==> src/rtl/npu_pkg.sv <==
// Shared NPU definitions: default result width, signed minimum sentinel and
// the argmax feeder state type.
package npu_pkg;

  localparam int unsigned NPU_DATA_W = 16;
  localparam logic signed [NPU_DATA_W-1:0] NPU_NEG_MIN = 16'sh8000;

  typedef enum logic [1:0] {
    ST_IDLE,
    ST_CLEAR,
    ST_FEED,
    ST_FINISH
  } feeder_state_e;

  // Pairs needed to cover n results; an odd count pads the final in2.
  function automatic int unsigned num_pairs(input int unsigned n);
    return (n + 1) / 2;
  endfunction

endpackage

==> src/rtl/argmax_pair_feeder_if.sv <==
// Result-write, scan-control and comparator-feed signals of argmax_pair_feeder.
interface argmax_pair_feeder_if
  import npu_pkg::*;
#(
  parameter int unsigned DATA_W = NPU_DATA_W
);

  logic                     wr_en;
  logic [7:0]               wr_addr;
  logic signed [DATA_W-1:0] wr_data;
  logic                     START;
  logic                     hold;
  logic                     EN_COMP;
  logic                     RST_COMP;
  logic                     trig;
  logic signed [DATA_W-1:0] in1;
  logic signed [DATA_W-1:0] in2;
  logic                     busy;
  logic                     DONE;

  modport master (
    output wr_en, wr_addr, wr_data, START, hold,
    input  EN_COMP, RST_COMP, trig, in1, in2, busy, DONE
  );

  modport slave (
    input  wr_en, wr_addr, wr_data, START, hold,
    output EN_COMP, RST_COMP, trig, in1, in2, busy, DONE
  );

endinterface

==> src/rtl/npu_result_buf.sv <==
// N_OUT x DATA_W result register file: one write port, two asynchronous read
// ports; reads beyond the last entry return the signed minimum.
module npu_result_buf
  import npu_pkg::*;
#(
  parameter int unsigned N_OUT  = 10,
  parameter int unsigned DATA_W = NPU_DATA_W
) (
  input  logic                     clk,
  input  logic                     we,
  input  logic [7:0]               waddr,
  input  logic signed [DATA_W-1:0] wdata,
  input  logic [7:0]               raddr_a,
  input  logic [7:0]               raddr_b,
  output logic signed [DATA_W-1:0] rdata_a,
  output logic signed [DATA_W-1:0] rdata_b
);

  localparam logic signed [DATA_W-1:0] NEG_MIN = {1'b1, {(DATA_W-1){1'b0}}};

  logic signed [DATA_W-1:0] mem [N_OUT];

  // Address decode by equality keeps out-of-range writes from touching any entry.
  always_ff @(posedge clk) begin
    if (we) begin
      for (int unsigned i = 0; i < N_OUT; i++) begin
        if (waddr == 8'(i)) mem[i] <= wdata;
      end
    end
  end

  always_comb begin
    rdata_a = NEG_MIN;
    rdata_b = NEG_MIN;
    for (int unsigned i = 0; i < N_OUT; i++) begin
      if (raddr_a == 8'(i)) rdata_a = mem[i];
      if (raddr_b == 8'(i)) rdata_b = mem[i];
    end
  end

endmodule

==> src/rtl/argmax_pair_feeder.sv <==
// Buffers the output-layer results and, on START, clears the argmax
// comparator then streams the results to it two per cycle.
module argmax_pair_feeder
  import npu_pkg::*;
#(
  parameter int unsigned N_OUT  = 10,
  parameter int unsigned DATA_W = NPU_DATA_W
) (
  input logic                 CLKEXT,
  input logic                 RST,
  argmax_pair_feeder_if.slave bus
);

  localparam logic signed [DATA_W-1:0] NEG_MIN   = {1'b1, {(DATA_W-1){1'b0}}};
  localparam logic [7:0]               NUM_PAIRS = 8'(num_pairs(N_OUT));

  feeder_state_e            state;
  logic [7:0]               k;
  logic                     en_comp;
  logic                     rst_comp;
  logic                     trig;
  logic signed [DATA_W-1:0] in1;
  logic signed [DATA_W-1:0] in2;
  logic                     busy;
  logic                     done;

  logic                     buf_we;
  logic [7:0]               rd_addr_a;
  logic [7:0]               rd_addr_b;
  logic signed [DATA_W-1:0] rd_a;
  logic signed [DATA_W-1:0] rd_b;

  assign buf_we    = bus.wr_en && (state == ST_IDLE);
  assign rd_addr_a = k << 1;
  assign rd_addr_b = rd_addr_a | 8'd1;

  npu_result_buf #(
    .N_OUT  (N_OUT),
    .DATA_W (DATA_W)
  ) u_buf (
    .clk     (CLKEXT),
    .we      (buf_we),
    .waddr   (bus.wr_addr),
    .wdata   (bus.wr_data),
    .raddr_a (rd_addr_a),
    .raddr_b (rd_addr_b),
    .rdata_a (rd_a),
    .rdata_b (rd_b)
  );

  // Outputs are loaded on the edge that enters each state, so they line up
  // cycle-for-cycle with the state they describe.
  always_ff @(posedge CLKEXT or posedge RST) begin
    if (RST) begin
      state    <= ST_IDLE;
      k        <= '0;
      en_comp  <= 1'b0;
      rst_comp <= 1'b0;
      trig     <= 1'b0;
      in1      <= NEG_MIN;
      in2      <= NEG_MIN;
      busy     <= 1'b0;
      done     <= 1'b0;
    end else begin
      rst_comp <= 1'b0;
      trig     <= 1'b0;
      done     <= 1'b0;
      unique case (state)
        ST_IDLE: begin
          en_comp <= 1'b0;
          busy    <= 1'b0;
          if (bus.START) begin
            state    <= ST_CLEAR;
            k        <= '0;
            rst_comp <= 1'b1;
            busy     <= 1'b1;
          end
        end
        ST_CLEAR: begin
          // Pair 0 leaves unconditionally: hold sampled during CLEAR is ignored.
          state   <= ST_FEED;
          en_comp <= 1'b1;
          trig    <= 1'b1;
          in1     <= rd_a;
          in2     <= rd_b;
          k       <= k + 8'd1;
        end
        ST_FEED: begin
          if (k == NUM_PAIRS) begin
            state <= ST_FINISH;
            done  <= 1'b1;
          end else if (!bus.hold) begin
            trig <= 1'b1;
            in1  <= rd_a;
            in2  <= rd_b;
            k    <= k + 8'd1;
          end
        end
        ST_FINISH: begin
          state   <= ST_IDLE;
          en_comp <= 1'b0;
          busy    <= 1'b0;
        end
        default: state <= ST_IDLE;
      endcase
    end
  end

  assign bus.EN_COMP  = en_comp;
  assign bus.RST_COMP = rst_comp;
  assign bus.trig     = trig;
  assign bus.in1      = in1;
  assign bus.in2      = in2;
  assign bus.busy     = busy;
  assign bus.DONE     = done;

endmodule

==> src/flat_wrapper.sv <==
// flat-port wrapper written by rule: the top's interface ports become plain ports
module argmax_pair_feeder_flat import npu_pkg::*;
#(
  parameter int unsigned N_OUT  = 10,
  parameter int unsigned DATA_W = NPU_DATA_W
)
  (CLKEXT, RST, bus_wr_en, bus_wr_addr, bus_wr_data, bus_START, bus_hold, bus_EN_COMP, bus_RST_COMP, bus_trig, bus_in1, bus_in2, bus_busy, bus_DONE);
  argmax_pair_feeder_if #(.DATA_W(DATA_W)) bus_i ();
  input logic CLKEXT;
  input logic RST;
  input wire logic [$bits(bus_i.wr_en)-1:0] bus_wr_en;
  input wire logic [$bits(bus_i.wr_addr)-1:0] bus_wr_addr;
  input wire logic [$bits(bus_i.wr_data)-1:0] bus_wr_data;
  input wire logic [$bits(bus_i.START)-1:0] bus_START;
  input wire logic [$bits(bus_i.hold)-1:0] bus_hold;
  output wire logic [$bits(bus_i.EN_COMP)-1:0] bus_EN_COMP;
  output wire logic [$bits(bus_i.RST_COMP)-1:0] bus_RST_COMP;
  output wire logic [$bits(bus_i.trig)-1:0] bus_trig;
  output wire logic [$bits(bus_i.in1)-1:0] bus_in1;
  output wire logic [$bits(bus_i.in2)-1:0] bus_in2;
  output wire logic [$bits(bus_i.busy)-1:0] bus_busy;
  output wire logic [$bits(bus_i.DONE)-1:0] bus_DONE;
  assign bus_i.wr_en = bus_wr_en;
  assign bus_i.wr_addr = bus_wr_addr;
  assign bus_i.wr_data = bus_wr_data;
  assign bus_i.START = bus_START;
  assign bus_i.hold = bus_hold;
  assign bus_EN_COMP = bus_i.EN_COMP;
  assign bus_RST_COMP = bus_i.RST_COMP;
  assign bus_trig = bus_i.trig;
  assign bus_in1 = bus_i.in1;
  assign bus_in2 = bus_i.in2;
  assign bus_busy = bus_i.busy;
  assign bus_DONE = bus_i.DONE;
  argmax_pair_feeder #(.N_OUT(N_OUT), .DATA_W(DATA_W)) u_core (.CLKEXT(CLKEXT), .RST(RST), .bus(bus_i));
endmodule
==> config.mk <==
export PLATFORM = sky130hd
export DESIGN_NAME = argmax_pair_feeder_flat
export DESIGN_NICKNAME = d
export VERILOG_FILES = /design/src/rtl/npu_pkg.sv /design/src/rtl/argmax_pair_feeder_if.sv /design/src/rtl/npu_result_buf.sv /design/src/rtl/argmax_pair_feeder.sv /design/src/flat_wrapper.sv
export SDC_FILE = /design/constraint.sdc
export NUM_CORES = 1
export LEC_CHECK = 0
export BUFFER_PORTS_ARGS = -buffer_cell sky130_fd_sc_hd__buf_2
export CAP_MARGIN = 20
export CORE_MARGIN = 2
export CORE_UTILIZATION = 55
export DETAILED_ROUTE_END_ITERATION = 16
export PLACE_DENSITY = 0.74
export SLEW_MARGIN = 10
export SYNTH_ARGS = -nofsm -noshare
export SYNTH_HDL_FRONTEND = slang
export SYNTH_SLANG_ARGS = --single-unit
==> constraint.sdc <==
create_clock -name CLKEXT -period 3.6 [get_ports CLKEXT]
set_input_delay 0.36 -clock CLKEXT [delete_from_list [all_inputs] [get_ports CLKEXT]]
set_output_delay 0.36 -clock CLKEXT [all_outputs]
set_load 0.005 [all_outputs]
# Word-level counts from Yosys, hierarchy flattened
# Memories as Yosys holds them, arrays and structs flattened.
# Index checks and enable logic that the tools add are counted.
# W data, S select, Z words.
# op_classes
n_addsub	1
n_eq_ne	21
reduce_logical	23
muxes	90
# op_table
operator	n
$mux W16	24
$reduce_or A16 Y1	9
$pmux W16 S2	2
$mux W1	45
$eq A8 B3 Y1 const B	5
$mux W4	9
$logic_not A8 Y1	3
$mux W8	3
$pmux W8 S3	1
$eq A8 B2 Y1 const B	2
$eq A8 B4 Y1 const B	2
$eq A7 B2 Y1 const B	2
$add A8 B1 Y8 const B	1
$eq A8 B1 Y1 const B	1
$pmux W2 S4	1
$eq A7 B1 Y1 const B	1
$eq A7 B3 Y1 const B	1
$logic_not A7 Y1	1
$ne A2 B2 Y1 const B	3
$pmux W1 S2	3
$reduce_bool A2 Y1	3
$eq A2 B2 Y1 const B	2
$mux W2	2
$reduce_and A4 Y1	1
other kinds (8)	8
# word_totals
in_bits	29
ff_bits	47
memories	1
wordCells	145
mem_bits_rw	160
# memory_table
name	words	word_bits	read_ports	rd_clocked_by_memory_dff	write_ports	line	source
u_core.u_buf.mem	10	16	10	0	1	npu_result_buf.sv:21	logic signed [DATA_W-1:0] mem [N_OUT];

# Longest topological paths before layout
# logic_depth
word_depth	14
depth_mapped	9
mapped_depth_nobuf	7

# By module
# Synthesis repeated with hierarchy kept, for this count alone.
# unflattened
hier_cells	698
hier_area_um2	9939.5
# modules_own_cells
module	seq_area_each_um2	instances	cells_per_inst	area_per_inst_um2
npu_result_buf	4804.6	1	542	7816.2
argmax_pair_feeder	1178.6	1	156	2123.3

# Worst setup path after synthesis
# Ideal clock, no wire load.
# synth_path
path_type	input -> register
startpoint	input bus_wr_addr[5]
endpoint	memory u_core.u_buf.mem[1][0] (netlist bit) (enable)
required_ns	3.168
n_path_buf	0
arrival_time_ns	2.564
setup_ns	0.432
path_slack_ns	0.604
path_stages	4
path_cell_list	nor4_1 > nor2b_1 > nand2_1 > nor4_1
# synth_between
elab_chain_cells	14
word_cells_on_any_way	67
cone_classes	eq/ne (9); mux (48); reduce/logical (10)
# synth_lines
item	line	source
start, declared	flat_wrapper.sv:12	input wire logic [$bits(bus_i.wr_addr)-1:0] bus_wr_addr;
$eq A8 B1 Y1	npu_result_buf.sv:27	if (waddr == 8'(i)) mem[i] <= wdata;
$mux W1	npu_result_buf.sv:27	
$mux W1	npu_result_buf.sv:25	if (we) begin
$mux W1 (not written as such)	npu_result_buf.sv:27	
$reduce_or A16 Y1 (no source line)	n/a	
$mux W4 (no source line) / $mux W1 (equally long branches) (9 in series)	n/a	
end, declared	npu_result_buf.sv:21	
# Parallel ways exist; a longest one is shown, timed or not.

# Final worst setup path
# layout_path
startpoint	register u_core.k[1]
endpoint	register u_core.in1[5], in the netlist u_core.bus.in1[5]
# layout_between
elab_chain_cells	9
word_cells_on_any_way	16
cone_classes	eq/ne (6); mux (8); reduce/logical (2)
# layout_lines
item	line	source
start, declared	argmax_pair_feeder.sv:18	logic [7:0] k;
start signal, assigned	argmax_pair_feeder.sv:86	k <= k + 8'd1;
start signal, assigned	argmax_pair_feeder.sv:96	k <= k + 8'd1;
$logic_not A8 Y1	npu_result_buf.sv:36	if (raddr_a == 8'(i)) rdata_a = mem[i];
$mux W16 (5 in series)	npu_result_buf.sv:36	
$mux W16	argmax_pair_feeder.sv:92	end else if (!bus.hold) begin
$mux W16	argmax_pair_feeder.sv:89	if (k == NUM_PAIRS) begin
$pmux W16 S2	argmax_pair_feeder.sv:68	unique case (state)
end signal, assigned	argmax_pair_feeder.sv:84	in1 <= rd_a;
end signal, assigned	argmax_pair_feeder.sv:94	in1 <= rd_a;
end, declared	argmax_pair_feeder.sv:22	logic signed [DATA_W-1:0] in1;
# Parallel ways exist; a longest one is shown, timed or not. The select of a mux whose other input is x is not followed.
# A chain may end at the register's enable or synchronous reset.

==> out/results.txt <==
status = finished clean
Final Max Tran Viols = 0
Psw = 2.60 mW
Syn. warnings = 0
total gr overflow = 0
Power Dens Cells = 837 nW/um^2
height of the die = 126 um
# IOs = 66
Hold WS = 0.0615 ns
part of the power in registers = 0.382
clk buf depth = 3
cts repair resizes = 0
DP Cell Count = 789
synthesized area per cell = 14.7 um^2
Slowest-stage cell, CP = or4b_4
Fmax achieved = 367 MHz
IO Port Bufs = 65
Post-synth ARST share = 0.227
total chip power = 7.94 mW
synth unique cells = 45
Post-synth EDFFs = 160
antenna viol nets, final = 0
Post-Synthesis Cell Area = 8130 um^2
final wirelength = 18.7 mm
Buf/Inv on CP = 2
crit path launch type = register
Clock Skews = 0.0135 ns
Starting DRT DRC Count = 572
Leak = 3.35 nW
Max-slew headroom = 0.406
post-route cell area = 9490 um^2
Die X = 126 um
clock power share = 0.297
first-pass GRT wire length = 29.1 mm
hold-fix buffers at CTS = 0
Mapped Nets = 589
WL per Instance = 22.6 um
Initial Util = 0.561
CP delay by family, top = simple AND/OR/NAND/NOR gates
Switching Share = 0.328
vias in the first global route = 5,396
via count = 5,280
CTS Root Cell = clkbuf_16
Seq cells post-synth = 207
clock sink count = 207
layout cells sized above 1 = 0.219
CTS H-tree depth = 1
setup TNS = 0 ns
Post-DP Area = 8690 um^2
initial antenna violation count = 0
MaxCap Viol Count = 0
fin crit period = 2.73 ns
Finished Layout Cells = 827
Final HPWL DP = 10.5 mm
P&R area growth vs syn = 16.7%
VDD IR max = 385 uV
Setup-failing EPs final = 0
unrepaired setup endpoints after global routing = false
Synth area leaders = edfxtp_1 59%, dfrtp_1 14%, a221o_1 3.3%
Final Cycle Share = 0.758
WP data arrival = 3.12 ns
maximum net fanout on the critical path = 21
Internal Pwr Total = 5.34 mW
synthesized instance count = 551
crit path cell chain = inv_1, ha_1, or4b_4, o211ai_4, buf_4, or3_1, o21ai_0, a31oi_1
CP endpoint kind = register
post-place setup slack = 0.935 ns
final core utilization = 0.655
worst-margin pin slew = 0.886 ns
Worst-Skew Late Latency = 0.48 ns
number of remaining DRC errors = 0
largest net degree at the start of global routing = 48
worst hold path class = input pin to async pin
diode count = 0
Layout Nets = 667
final setup margin = 0.873 ns
vias per inst = 6.38
TritonRoute pass-1 iters = 5
Synth area leader = edfxtp_1
clock tree from TritonCTS = yes
clock buffers created by TritonCTS = 21
top cell type's share of synthesized area = 0.591
Crit Path Category = register to register
slowest stage delay, CP = 0.55 ns
Comb pwr share = 0.321
Site Rows = 44
register area share after synthesis = 0.736
Synth Flop Type = edfxtp_1
endpoints failing hold = 0
clock-pin transition on the worst setup and hold timing paths = 0.06 ns
post-CTS setup buffer count = 0
Req. time, crit path = 3.99 ns
die area = 15,800 um^2
GR Util All Layers = 0.237
routability cong. = 0.801
Core Box Area = 14,500 um^2
## layout by cell type, fill, tap and decap left out, types with 4 or more instances in the layout
master     instances
nand3_1            5
buf_2             65
o221ai_1           4
buf_4             21
inv_1              7
o22ai_1            4
o211ai_1          27
a31oi_1           27
a221oi_1           4
o21ai_1           15
a221o_1           27
nand2_1           53
a21oi_1            7
ha_1               9
or3_1             28
nor2b_1            6
clkbuf_16         21
o21ai_0           25
nor2_1            18
edfxtp_1         160
bufinv_16          5
clkinv_2           4
dfrtp_1           45
## synth_stat cells, types with 3 or more instances
cell type  number
a31oi_1        27
buf_6           4
o211ai_1       27
a21o_1          3
or3_1          28
edfxtp_1      160
dfrtp_1        45
buf_2          11
nor4_1          4
and3_1          3
ha_1            9
nor2b_1         6
nand2_1        53
a21oi_1         7
clkbuf_1       14
o221ai_1        4
a221oi_1        4
o21a_1          3
a221o_1        27
and2_1          3
nor2_1         19
nor3_1          4
o22ai_1         4
nand3_1         5
o21ai_0        25
or2_2           3
buf_4           3
inv_1           8
o21ai_1        15
## worst paths after layout
check / startpoint / slack [ns] / depth (start not counted) / to
worst max-delay path: u_core.k[1] / 0.87 / 8 / u_core.bus.in1[5]
worst min-delay path: RST / 0.06 / 3 / u_core.bus.in1[10]
worst max register to register: u_core.k[1] / 0.87 / 8 / u_core.bus.in1[5]
worst min register to register: u_core.bus.in1[15] / 0.48 / 2 / u_core.bus.in1[15]
max in group asynchronous: RST / 3.11 / 3 / u_core.bus.in1[3]
min in group CLKEXT: bus_START / 0.14 / 2 / u_core.bus.RST_COMP
## worst reg2reg max path, cell delays in order (launching register included)
cell and delay (ns):
dfrtp_1 0.43, inv_1 0.11, ha_1 0.30, or4b_4 0.55
o211ai_4 0.45, buf_4 0.37, or3_1 0.17, o21ai_0 0.08
a31oi_1 0.17
## final cells by class
class                   instances  area [um^2]
flip-flops and latches        207         5980
inverters                       8         30.0
multi-input cells             304         1970
clock inverters                12          193
well taps                     184          230
repair buffers                 87          510
clock buffers                  25          571
fillers                      1000         4990
## per-layer routing
layer	wire length (um)	global-route usage
met3	1400	0.0394
met2	9320	0.410
met1	7260	0.303
met5	0	0
met4	704	0.0915
## cell families (layout without fill, tap and decap cells)
group                      count (synthesis)  count (layout)  share of synthesized area
buffers and inverters                     40             132                     0.0253
muxes                                      1               1                    0.00139
and+or+nand+nor                          138             138                     0.0858
AOI/OAI and AO/OA                        156             156                      0.137
adders and majority gates                  9               9                     0.0139
DFF                                      207             207                      0.736
## power groups by stage
stage          logic, mW  clock network (mW)  registers, mW
2_1_floorplan       1.76                   0           3.04
3_3_place_gp        2.42                   0           3.06
3_5_place_dp        2.51                   0           3.07
4_1_cts             2.54                2.37           3.03
5_1_grt             2.81                2.47           3.06
6_report            2.55                2.36           3.03
## state kept, by name, summed over array words and instances, names as in the netlist
signal,cells
u_core.bus.DONE,1
u_core.bus.EN_COMP,1
u_core.bus.RST_COMP,1
u_core.bus.busy,1
u_core.bus.in1,16
u_core.bus.in2,16
u_core.bus.trig,1
u_core.k,8
u_core.state,2
u_core.u_buf.mem,160
(Power assumes the default switching activity.)
